<file path="src/rtl/cacheline_adapter_pkg.sv">
// Shared types and constants for the cache dfp-to-bmem line adapter.
package cacheline_adapter_pkg;

    localparam int LINE_W = 256;
    localparam int BEAT_W = 64;
    localparam int BEATS  = LINE_W / BEAT_W;
    localparam int TAG_W  = 27;

    typedef enum logic [2:0] {
        ST_IDLE     = 3'd0,
        ST_RD_ISSUE = 3'd1,
        ST_RD_WAIT  = 3'd2,
        ST_WR_BEAT  = 3'd3,
        ST_RESP     = 3'd4
    } adapter_state_t;

    // Line-aligned byte address for a registered line tag.
    function automatic logic [31:0] line_base(input logic [TAG_W-1:0] tag);
        return {tag, 5'b00000};
    endfunction

endpackage

</file>
<file path="src/rtl/cacheline_adapter_line_beat_buffer.sv">
// 256-bit line register with whole-line load and 64-bit beat write/select.
// Used both to assemble read beats and to serialize a write line.
module line_beat_buffer
    import cacheline_adapter_pkg::*;
(
    input  logic              clk,
    input  logic              rst,
    input  logic              load_en,
    input  logic [LINE_W-1:0] load_line,
    input  logic              beat_we,
    input  logic [1:0]        beat_idx,
    input  logic [BEAT_W-1:0] beat_wdata,
    input  logic [1:0]        sel_idx,
    output logic [BEAT_W-1:0] sel_data,
    output logic [LINE_W-1:0] line
);

    logic [LINE_W-1:0] line_d;
    logic [LINE_W-1:0] line_q;

    // Next line contents: full load wins over a single beat write.
    always_comb begin
        line_d = line_q;
        if (load_en) begin
            line_d = load_line;
        end else if (beat_we) begin
            line_d[{beat_idx, 6'b000000} +: BEAT_W] = beat_wdata;
        end else begin
            line_d = line_q;
        end
    end

    // Line storage register.
    always_ff @(posedge clk) begin
        if (rst) begin
            line_q <= '0;
        end else begin
            line_q <= line_d;
        end
    end

    assign sel_data = line_q[{sel_idx, 6'b000000} +: BEAT_W];
    assign line     = line_q;

endmodule

</file>
<file path="src/rtl/cacheline_adapter.sv">
// Cache dfp line port to 4-beat bmem burst adapter.
// Optional protocol checker enabled by defining CACHELINE_ADAPTER_CHECK_EN;
// without it proto_err is tied low and no checker logic exists.
module cacheline_adapter
    import cacheline_adapter_pkg::*;
(
    input  logic              clk,
    input  logic              rst,
    input  logic [31:0]       dfp_addr,
    input  logic              dfp_read,
    input  logic              dfp_write,
    input  logic [LINE_W-1:0] dfp_wdata,
    output logic [LINE_W-1:0] dfp_rdata,
    output logic              dfp_resp,
    output logic [31:0]       bmem_addr,
    output logic              bmem_read,
    output logic              bmem_write,
    output logic [BEAT_W-1:0] bmem_wdata,
    input  logic              bmem_ready,
    input  logic [31:0]       bmem_raddr,
    input  logic [BEAT_W-1:0] bmem_rdata,
    input  logic              bmem_rvalid,
    output logic              proto_err
);

    adapter_state_t    state_d, state_q;
    logic [1:0]        cnt_d, cnt_q;
    logic [TAG_W-1:0]  tag_d, tag_q;
    logic              started_d, started_q;
    logic [LINE_W-1:0] rdata_d, rdata_q;

    logic              buf_load_s;
    logic              buf_we_s;
    logic [BEAT_W-1:0] buf_sel_s;
    logic [LINE_W-1:0] buf_line_s;
    logic              unused_s;

    line_beat_buffer u_buf (
        .clk        (clk),
        .rst        (rst),
        .load_en    (buf_load_s),
        .load_line  (dfp_wdata),
        .beat_we    (buf_we_s),
        .beat_idx   (cnt_q),
        .beat_wdata (bmem_rdata),
        .sel_idx    (cnt_q),
        .sel_data   (buf_sel_s),
        .line       (buf_line_s)
    );

    // Next-state, beat counting and bmem/dfp output decode.
    always_comb begin
        state_d    = state_q;
        cnt_d      = cnt_q;
        tag_d      = tag_q;
        started_d  = started_q;
        rdata_d    = rdata_q;
        buf_load_s = 1'b0;
        buf_we_s   = 1'b0;
        bmem_read  = 1'b0;
        bmem_write = 1'b0;
        bmem_addr  = 32'h0000_0000;
        dfp_resp   = 1'b0;
        case (state_q)
            ST_IDLE: begin
                if (dfp_write) begin
                    state_d    = ST_WR_BEAT;
                    tag_d      = dfp_addr[31:5];
                    cnt_d      = 2'd0;
                    started_d  = 1'b0;
                    buf_load_s = 1'b1;
                end else if (dfp_read) begin
                    state_d = ST_RD_ISSUE;
                    tag_d   = dfp_addr[31:5];
                    cnt_d   = 2'd0;
                end else begin
                    state_d = ST_IDLE;
                end
            end
            ST_RD_ISSUE: begin
                bmem_read = 1'b1;
                bmem_addr = line_base(tag_q);
                if (bmem_ready) begin
                    state_d = ST_RD_WAIT;
                end else begin
                    state_d = ST_RD_ISSUE;
                end
            end
            ST_RD_WAIT: begin
                bmem_addr = line_base(tag_q);
                // Only beats tagged with our line address are accepted.
                if (bmem_rvalid && (bmem_raddr == line_base(tag_q))) begin
                    buf_we_s = 1'b1;
                    cnt_d    = cnt_q + 2'd1;
                    if (cnt_q == 2'd3) begin
                        state_d = ST_RESP;
                        rdata_d = {bmem_rdata, buf_line_s[3*BEAT_W-1:0]};
                    end else begin
                        state_d = ST_RD_WAIT;
                    end
                end else begin
                    state_d = ST_RD_WAIT;
                end
            end
            ST_WR_BEAT: begin
                bmem_addr = line_base(tag_q);
                // Ready gates only the first beat; the rest stream back-to-back.
                if (started_q || bmem_ready) begin
                    bmem_write = 1'b1;
                    started_d  = 1'b1;
                    cnt_d      = cnt_q + 2'd1;
                    if (cnt_q == 2'd3) begin
                        state_d   = ST_RESP;
                        started_d = 1'b0;
                    end else begin
                        state_d = ST_WR_BEAT;
                    end
                end else begin
                    state_d = ST_WR_BEAT;
                end
            end
            ST_RESP: begin
                dfp_resp = 1'b1;
                state_d  = ST_IDLE;
            end
            default: begin
                state_d = ST_IDLE;
            end
        endcase
    end

    // Control and read-result registers.
    always_ff @(posedge clk) begin
        if (rst) begin
            state_q   <= ST_IDLE;
            cnt_q     <= 2'd0;
            tag_q     <= '0;
            started_q <= 1'b0;
            rdata_q   <= '0;
        end else begin
            state_q   <= state_d;
            cnt_q     <= cnt_d;
            tag_q     <= tag_d;
            started_q <= started_d;
            rdata_q   <= rdata_d;
        end
    end

    assign bmem_wdata = bmem_write ? buf_sel_s : 64'h0;
    assign dfp_rdata  = rdata_q;
    assign unused_s   = ^{dfp_addr[4:0], buf_line_s[LINE_W-1:3*BEAT_W]};

`ifdef CACHELINE_ADAPTER_CHECK_EN
    logic proto_err_d, proto_err_q;

    // Sticky detection of requester and memory protocol violations.
    always_comb begin
        proto_err_d = proto_err_q;
        if ((state_q == ST_IDLE) && dfp_read && dfp_write) begin
            proto_err_d = 1'b1;
        end else if ((state_q != ST_IDLE) && (dfp_read || dfp_write) &&
                     (dfp_addr[31:5] != tag_q)) begin
            proto_err_d = 1'b1;
        end else if (bmem_rvalid && (state_q != ST_RD_WAIT)) begin
            proto_err_d = 1'b1;
        end else if (bmem_rvalid && (state_q == ST_RD_WAIT) &&
                     (bmem_raddr != line_base(tag_q))) begin
            proto_err_d = 1'b1;
        end else begin
            proto_err_d = proto_err_q;
        end
    end

    // Protocol error flag register, cleared only by reset.
    always_ff @(posedge clk) begin
        if (rst) begin
            proto_err_q <= 1'b0;
        end else begin
            proto_err_q <= proto_err_d;
        end
    end

    assign proto_err = proto_err_q;
`else
    assign proto_err = 1'b0;
`endif

endmodule

</file>
<file path="config.mk">
export PLATFORM = sky130hd
export DESIGN_NAME = cacheline_adapter
export DESIGN_NICKNAME = d
export VERILOG_FILES = /design/src/rtl/cacheline_adapter_pkg.sv /design/src/rtl/cacheline_adapter_line_beat_buffer.sv /design/src/rtl/cacheline_adapter.sv
export SDC_FILE = /design/constraint.sdc
export NUM_CORES = 1
export LEC_CHECK = 0
export ABC_CLOCK_PERIOD_IN_PS = 4000
export CAP_MARGIN = 20
export CORE_AREA = 8 8 283 285
export CTS_CLUSTER_SIZE = 25
export DETAILED_ROUTE_END_ITERATION = 10
export DIE_AREA = 0 0 291 293
export SYNTH_ARGS = -nofsm -noshare
export SYNTH_HDL_FRONTEND = slang
export SYNTH_SLANG_ARGS = --single-unit
</file>
<file path="constraint.sdc">
create_clock -name clk -period 4 [get_ports clk]
set_input_delay 1 -clock clk [delete_from_list [all_inputs] [get_ports clk]]
set_output_delay 1 -clock clk [all_outputs]
set_load 0.01 [all_outputs]
</file>
==> flow_metrics.env <==
export IMPL_synth_seq_cells=545
export IMPL_grt_pass1_wl_um=168000
export IMPL_hold_path_class="register to register"
export IMPL_yosysTopAreaCellShare_pct=45.9
export IMPL_p_per_area_mw_per_mm2=414
export IMPL_finalSetupViolCount=0
export IMPL_critPathRequiredTime_ns=3.00
export IMPL_async_flop_share_pct=0
export IMPL_die_area_mm2=0.0853
export IMPL_yosysTopAreaCell="dfxtp_1"
export IMPL_cts_made_buffers=66
export IMPL_fin_skew_ns=0.0255
export IMPL_gp_congestion=0.846
export IMPL_final_net_count=3895
export IMPL_via_count=24700
export IMPL_timing_fmax_mhz=257
export IMPL_ys_warn_count=0
export IMPL_drv_cap=0
export IMPL_clk_latency_ns=0.59
export IMPL_cts_hold_buf=0
export IMPL_drtIter0Drc=1874
export IMPL_vias_per_cell=5.43
export IMPL_rows=101
export IMPL_grtUsageTotal_pct=25.8
export IMPL_ys_seq_area_share_pct=45.9
export IMPL_netlist_top_cells_area="dfxtp_1 (46%), nand2_1 (11%), a21oi_1 (7.4%), mux4_2 (6.1%), nand3_1 (5.5%)"
export IMPL_crit_type="primary input to output port"
export IMPL_synth_ff_type="dfxtp_1"
export IMPL_cts_root_buf="clkbuf_16"
export IMPL_area_growth_pct=45.5
export IMPL_period_share_pct=97.4
export IMPL_synth_edf_count=0
export IMPL_hold_viol=0
export IMPL_clk_pin_slew_ns=0.06
export IMPL_layout_drive_gt1_share_pct=7.86
export IMPL_numClockSinks=545
export IMPL_drv_slew=0
export IMPL_die_h_um=293
export IMPL_worstSetupEndpointType="output port"
export IMPL_start_kind="primary input"
export IMPL_htree_levels=3
export IMPL_cp_max_fo=28
export IMPL_overflow=0
export IMPL_period_minus_slack_ns=3.89
export IMPL_tightest_slew_ns=0.949
export IMPL_tritoncts="yes"
export IMPL_initial_utilization_pct=31.5
export IMPL_drt_first_pass_iters=5
export IMPL_tns_ns=0
export IMPL_synthDistinctLibCells=48
export IMPL_synth_area_mm2=0.0238
export IMPL_seqPwrFrac_pct=42.0
export IMPL_drt_wl_total_um=116000
export IMPL_grt_pass1_vias=24400
export IMPL_holdWs_ns=0.448
export IMPL_switchingPower_uw=3900
export IMPL_peakVddDrop_mv=0.246
export IMPL_grt_max_degree=144
export IMPL_wl_per_cell_um=25.6
export IMPL_clkPwrFrac_pct=43.3
export IMPL_dp_hpwl_um=78100
export IMPL_synth_cells=2888
export IMPL_intPower_uw=10400
export IMPL_fp_coreArea_mm2=0.0754
export IMPL_drtAntennaViolNets=0
export IMPL_clockBufferDepth=3
export IMPL_status="complete, no violations"
export IMPL_crit_arrival_ns=2.89
export IMPL_antenna_found_initial=29
export IMPL_post_synth_cell_area_avg_um2=8.23
export IMPL_p_sw_share_pct=27.2
export IMPL_portBuffers=734
export IMPL_drc_errors=0
export IMPL_comb_power_share_pct=14.7
export IMPL_die_x_um=291
export IMPL_nFillCells=7446
export IMPL_rsz0062_at_grt="no"
export IMPL_ios=746
export IMPL_slew_headroom_pct=36.7
export IMPL_p_leak_uw=0.0119
cells in the mapped netlist, types with 4 or more instances:
master and count:
buf_1 25, clkbuf_1 159, a211oi_1 105, inv_1 7
nor2b_1 64, mux4_2 64, nand2_1 726, a221o_1 40
buf_2 74, nor4_1 7, nor3_1 7, dfxtp_1 545
nand3_1 263, nor2_1 138, xor2_1 26, nand4_1 92
ha_1 4, and2_1 70, a21oi_1 351, and3_1 6
buf_4 7, buf_6 11, a311oi_1 24, o21ai_0 4
o21a_1 41
state kept, by name, indices dropped and copies added (netlist names):
signal	flops
cnt_q	2
dfp_rdata	256
started_q	1
state_q	3
tag_q	27
u_buf.line	256
metrics by stage:
step,std cells,utilization [%],cell area (um^2),worst slack [ns],power [uW]
after floorplan,2893,-,23800,1.04,7090
after global placement,4411,42.8,32300,0.0947,8190
after detailed placement,4411,42.8,32300,0.0703,8210
after CTS,4527,45.8,34500,0.0596,14400
after global routing,4540,45.8,34600,0.0114,14800
final,4544,45.8,34600,0.105,14300
layer usage:
metal  global-route usage [%]  share of wire, %  vias up
met5                        0             0.073        -
met4                     11.5               4.3       16
met3                     7.08               8.7      248
met2                     43.1                48     1132
met1                     31.0                39    12000
li1                         -                 -    11300
repair_timing:
item / CTS / global route
setup buffers: 0 / 0
hold endpoints to repair: 0 / 0
setup endpoints to repair: 0 / 29
resized for setup: 0 / 1
placed cells by master (no fill, tap or decap), types with 3 or more instances in the layout:
| cell | count |
|---|---|
| a21oi_1 | 351 |
| and2_1 | 68 |
| and3_1 | 3 |
| conb_1 | 6 |
| inv_6 | 6 |
| diode_2 | 17 |
| clkdlybuf4s50_1 | 733 |
| a221o_1 | 40 |
| clkbuf_8 | 21 |
| clkinv_2 | 7 |
| nor3_1 | 7 |
| nor4_4 | 3 |
| nor4_1 | 7 |
| inv_1 | 7 |
| xor2_1 | 26 |
| and2_4 | 3 |
| clkbuf_16 | 67 |
| o21a_1 | 41 |
| a311oi_1 | 24 |
| a211oi_1 | 105 |
| dfxtp_1 | 543 |
| o21ai_0 | 4 |
| mux4_2 | 64 |
| nand3_1 | 263 |
| nor2b_1 | 64 |
| bufinv_16 | 4 |
| nand2_1 | 725 |
| clkbuf_1 | 10 |
| buf_4 | 43 |
| buf_12 | 38 |
| nand4_1 | 92 |
| nor2_1 | 136 |
kinds of logic after synthesis:
group	synth area share [%]
other	0.0158
adder cells (fa/ha/maj)	0.211
XOR/XNOR	0.959
AND/OR/NAND/NOR	26.3
flip-flops	45.9
multiplexers	6.07
AO/OA/AOI/OAI	15.2
buffers and inverters	5.32
final cells by class:
class	instances	area, um^2	share of cell area (%)
timing repair buffer	816	8450	24.4
clock inverter	18	215	0.622
clock buffer	98	2000	5.79
tap	978	1220	3.54
multi-input combinational	2065	11700	33.8
inverter	7	26.3	0.0760
sequential	545	10900	31.6
antenna	17	42.5	0.123
worst max-delay path, cell delays in order:
cell	delay, ns
clkdlybuf4s50_1	0.51
o211ai_1	0.28
buf_4	0.46
nor2b_1	0.11
clkdlybuf4s50_1	0.50
power by group through the flow:
stage | logic [uW] | clock network (uW) | registers, uW
after global routing | 2220 | 6540 | 6050
after CTS | 2090 | 6320 | 6010
after detailed placement | 2080 | 0 | 6130
after floorplan | 1080 | 0 | 6010
after global placement | 2070 | 0 | 6120
final | 2100 | 6210 | 6010
path summary, 6_finish.rpt:
kind | startpoint | endpoint | slack [ns] | cells after the start
min reg2reg | dfp_rdata[206] | dfp_rdata[206] | 0.45 | 2
min | dfp_rdata[206] | dfp_rdata[206] | 0.45 | 2
max reg2reg | cnt_q[1] | u_buf.line[46] | 0.96 | 7
max | bmem_ready | bmem_wdata[50] | 0.11 | 5
No activity file was read; power rests on OpenSTA's default activity.
==> edit 1 (config.mk and constraints unchanged) <==
Add a define of `CACHELINE_ADAPTER_CHECK_EN`.
--- a/src/rtl/cacheline_adapter.sv
+++ b/src/rtl/cacheline_adapter.sv
@@ -1,6 +1,8 @@
 // Cache dfp line port to 4-beat bmem burst adapter.
 // Optional protocol checker enabled by defining CACHELINE_ADAPTER_CHECK_EN;
 // without it proto_err is tied low and no checker logic exists.
+`define CACHELINE_ADAPTER_CHECK_EN
+
 module cacheline_adapter
     import cacheline_adapter_pkg::*;
 (
Function: changed (Yosys sat finds a counterexample within 4 cycles, from zero or initial values and one cycle with rst high).
==> edit 1 against the unedited design <==
- area after synthesis up 3.0%
- final cell count about the same
- fmax up 2.0%
- die area unchanged
- cell area up 1.0%
- synthesized cell count up 0.45%
- non-clock buffer count down 22
- power down 3.2%
- worst setup slack better by 76 ps
- combinational power down 10%
- clock skew about the same
- wire length down 0.77%
- sequential cell count up 1
- hold slack worse by 1.5 ps
==> edit 1: results <==
outcome:
  status: "finished clean"
global_route:
  antenna_found_initial: 21
  grt_pass1_vias: 23800
  use_met2: 0.432
  grt_pass1_wl_um: 167000
  grt_max_degree: 165
  grtUsageTotal: 0.255
  met3_usage: 0.0515
  use_met1: 0.324
drt:
  wl_met3_um: 9080
  drt-vias-per-instance: 5.35
  wl_met2_um: 55900
  drt_iter0_markers: 2109
  wl_per_cell_um: 25.4
  drt-met1-wl_um: 47100
  dr.pass1.iters: 7
clock_network:
  htree_levels: 2
  postCtsSetupBuffers: 1
  cts.clk_slew.worst_paths_ps: 60
  cts_buffers: 61
timing:
  worstMarginPinSlew_ps: 894
  finalClockSkew_ps: 25.1
placed_design:
  dp_hpwl_um: 79000
  dpl-instance-area_um2: 32800
  dpl_worst_slack_ps: 151
  dpl.cell_count: 4418
  gp_congestion: 0.890
  port_buffers: 735
cells_and_area:
  nFillCells: 7459
  nets: 3898
  layoutNonFillerInstCount: 4548
synthesis:
  synth_commonest_cells: "699 x nand2_1, 546 x dfxtp_1, 301 x a21oi_1"
  postSynthCellCount: 2901
  seq_area_frac_synth: 0.447
  ys_types: 58
  synthFlopType: "dfxtp_1"
  synthTopCellsByArea: "dfxtp_1 45%, nand2_1 11%, a21oi_1 6.2%"
  ys_ff_latch: 546
worst_setup_path:
  crit_arrival_ps: 2820
  worst_path_max_delay_cell: "dfxtp_4"
  crit_start: "cnt_q[0]"
  path_max_fanout: 21
  slowest_delay_ps: 610
power_and_ir_drop:
  irDropWorstVdd_mv: 0.329
  p_leak_nw: 13.0
min_path:
  hold_path.startpoint: "dfp_rdata[26]"
[edit 1: cell types whose count changed after synthesis, sizes merged, moves of 71 or more]
cell | before | now
a211oi | 105 | 5
and2 | 71 | 222
nor2 | 138 | 273
o21ai | 6 | 77
nand4 | 94 | 6
o221a | 0 | 126
nand3 | 263 | 4
[edit 1: logic make-up after synthesis]
kind of cell,Yosys count,synth area share
and+or+nand+nor,1326,0.240
AOI/OAI and AO/OA,642,0.184
buffers and inverters,269,0.0508
other,1,0.000153
muxes,65,0.0593
adders and majority gates,4,0.00205
xor gates and xnor gates,48,0.0172
DFF,546,0.447
[edit 1: where the power goes]
| group | internal (mW) | leakage (nW) | switching, mW |
|---|---|---|---|
| logic | 0.939 | 7.50 | 0.952 |
| clock network | 3.55 | 1.02 | 2.41 |
| registers | 5.73 | 4.45 | 0.273 |
| total | 10.2 | 13.0 | 3.64 |
[edit 1: layout make-up]
type / count / share of cell area
Clock inverter: 18 / 0.00817
Multi-Input combinational cell: 2090 / 0.355
Clock buffer: 92 / 0.0517
Inverter: 11 / 0.00125
Antenna cell: 19 / 0.00136
Timing Repair Buffer: 794 / 0.234
Sequential cell: 546 / 0.313
Tap cell: 978 / 0.0350
[edit 1: final timing paths]
kind | slack [ps] | to | depth (start not counted)
worst max-delay path | 180 | bmem_wdata[36] | 4
worst min register to register | 450 | dfp_rdata[26] | 2
worst max register to register | 1070 | u_buf.line[214] | 9
worst min-delay path | 450 | dfp_rdata[26] | 2
[edit 1: worst register-to-register path: stages, from the launching register on]
cell,delay (ps)
dfxtp_4,350
buf_4,460
inv_1,200
ha_1,410
nor4b_1,330
buf_4,210
and2_1,340
buf_4,290
a21oi_1,100
nor3_1,170
==> edit 2 (same flow settings) <==
Made on the original files. Re-encode `adapter_state_t` (5 states) as one-hot, 5 bits wide.
--- a/src/rtl/cacheline_adapter_pkg.sv
+++ b/src/rtl/cacheline_adapter_pkg.sv
@@ -6,12 +6,12 @@
     localparam int BEATS  = LINE_W / BEAT_W;
     localparam int TAG_W  = 27;
 
-    typedef enum logic [2:0] {
-        ST_IDLE     = 3'd0,
-        ST_RD_ISSUE = 3'd1,
-        ST_RD_WAIT  = 3'd2,
-        ST_WR_BEAT  = 3'd3,
-        ST_RESP     = 3'd4
+    typedef enum logic [4:0] {
+        ST_IDLE     = 5'b00001,
+        ST_RD_ISSUE = 5'b00010,
+        ST_RD_WAIT  = 5'b00100,
+        ST_WR_BEAT  = 5'b01000,
+        ST_RESP     = 5'b10000
     } adapter_state_t;
 
     // Line-aligned byte address for a registered line tag.
Formal check against the unedited RTL: no difference found for any inputs over 4 cycles, from zero or initial values and one cycle with rst high; so few cycles prove little.
==> edit 2 against the unedited design <==
- worst setup slack improved by 55 ps
- via count is 1.8% higher
- count of clock-buffer cells in the layout shrank 2
- power up 4.1%
- cell area grew 1.4%
- final cell count grew 2.3%
- wire length is 4.3% lower
- register-to-register slack better by 130 ps
- die area stayed put
- fmax up 1.4%
- sequential cell count grew 2
- hold slack lost 2.3 ps
- area after synthesis increased by 1.7%
- largest power group is now registers
- highest routed layer unchanged
==> edit 2: results <==
cells_and_area:
  syn_to_final_growth_pct: 45.1
  layout-drive-gt1-share: 0.0776
  regArea_um2: 11000
  finalInstanceArea_um2: 35100
  n_all_buffers: 825
  nClkBuffers: 96
  diodes: 23
  layout.nonclk_buf_frac: 0.244
  multi_input_area_um2: 12100
  nets: 3994
  clock_area_frac: 0.0621
  multi_input_gates: 2152
drt:
  drt-met1-wl_um: 44900
  dr.pass1.iters: 6
  wl_met2_um: 52700
  wl_met3_um: 9550
  drt_wl_total_um: 111000
  via_count: 25100
  drt_iter0_markers: 2431
clock_network:
  cts_num_sinks: 547
worst_setup_path:
  crit_arrival_ps: 2840
  r2r-start: "cnt_q[0]"
  path_max_fanout: 33
synthesis:
  synth_commonest_cells: "633 x nand2_1, 547 x dfxtp_1, 482 x a21oi_1"
  ys_types: 47
  synth_xor_area_frac: 0.00870
  synth_compound_area_frac: 0.185
  synthTopCellsByArea: "dfxtp_1 45%, a21oi_1 10%, nand2_1 9.8%"
global_route:
  grt_pass1_wl_um: 164000
  grt_pass1_vias: 24500
  grt_max_degree: 161
  met3_usage: 0.0653
  grtUsageTotal: 0.245
power_and_ir_drop:
  power.switching_mw: 4.22
  p_leak_nw: 11.7
min_path:
  hold_path.startpoint: "dfp_rdata[232]"
placed_design:
  gp_congestion: 0.882
  dpl-instance-area_um2: 32800
  dp_hpwl_um: 76300
timing:
  finalClockSkew_ps: 27.5
outcome:
  status: "finished clean"
## edit 2: changes by cell type in the layout (fill, tap and decap cells not counted), moves of 41 or more
| cell | delta |
|---|---|
| a211oi_1 | +109 |
| and3_1 | +61 |
| nand3_1 | -50 |
| o21a_1 | -41 |
| nand2_1 | -93 |
| a21oi_1 | +131 |
| nor3_1 | +85 |
| nand4_1 | -79 |
| and2_1 | -41 |
| a31oi_1 | +41 |
## edit 2: critical path, cell delays in order, from the launching register on
cell and delay, ps:
dfxtp_1 360, or3_1 420, nor3b_1 190, buf_4 180, o21ai_4 70, buf_12 170, nor2b_1 230, clkdlybuf4s50_1 580
## edit 2: power by group through the flow
stage                     clock network [mW]  registers (mW)  logic (mW)
after floorplan                            0            6.22        1.52
after global placement                     0            6.37        2.51
after detailed placement                   0            6.38        2.53
after CTS                               6.19            6.26        2.55
after global routing                    6.42            6.32        2.79
final                                   6.08            6.27        2.56
## edit 2: timing repair
action,4_1_cts,5_1_grt
setup buffers,1,0
resized for setup,1,8
endpoints found under the setup margin,50,45
hold endpoints to repair,0,0
pin swaps,0,0
## edit 2: stage by stage
stage,setup TNS (ps),utilization,cells,worst slack [ps],hold slack (ps)
floorplan,0,-,3001,888,441
global placement,0,0.434,4509,211,438
global route,-7.82,0.465,4644,-7.82,460
finish,0,0.465,4648,160,446
detailed placement,0,0.434,4509,169,442
CTS,0,0.464,4625,26.1,449
## edit 2: worst max path at each step
stage,from,end,slack (ps),depth (start not counted)
after floorplan,cnt_q[0],bmem_wdata[30],890,5
after global placement,bmem_ready,bmem_wdata[27],210,5
after detailed placement,bmem_ready,bmem_wdata[27],170,5
after CTS,state_q[1],bmem_addr[14],30,8
after global routing,state_q[1],bmem_addr[21],-8,8
final,state_q[1],bmem_wdata[39],160,7
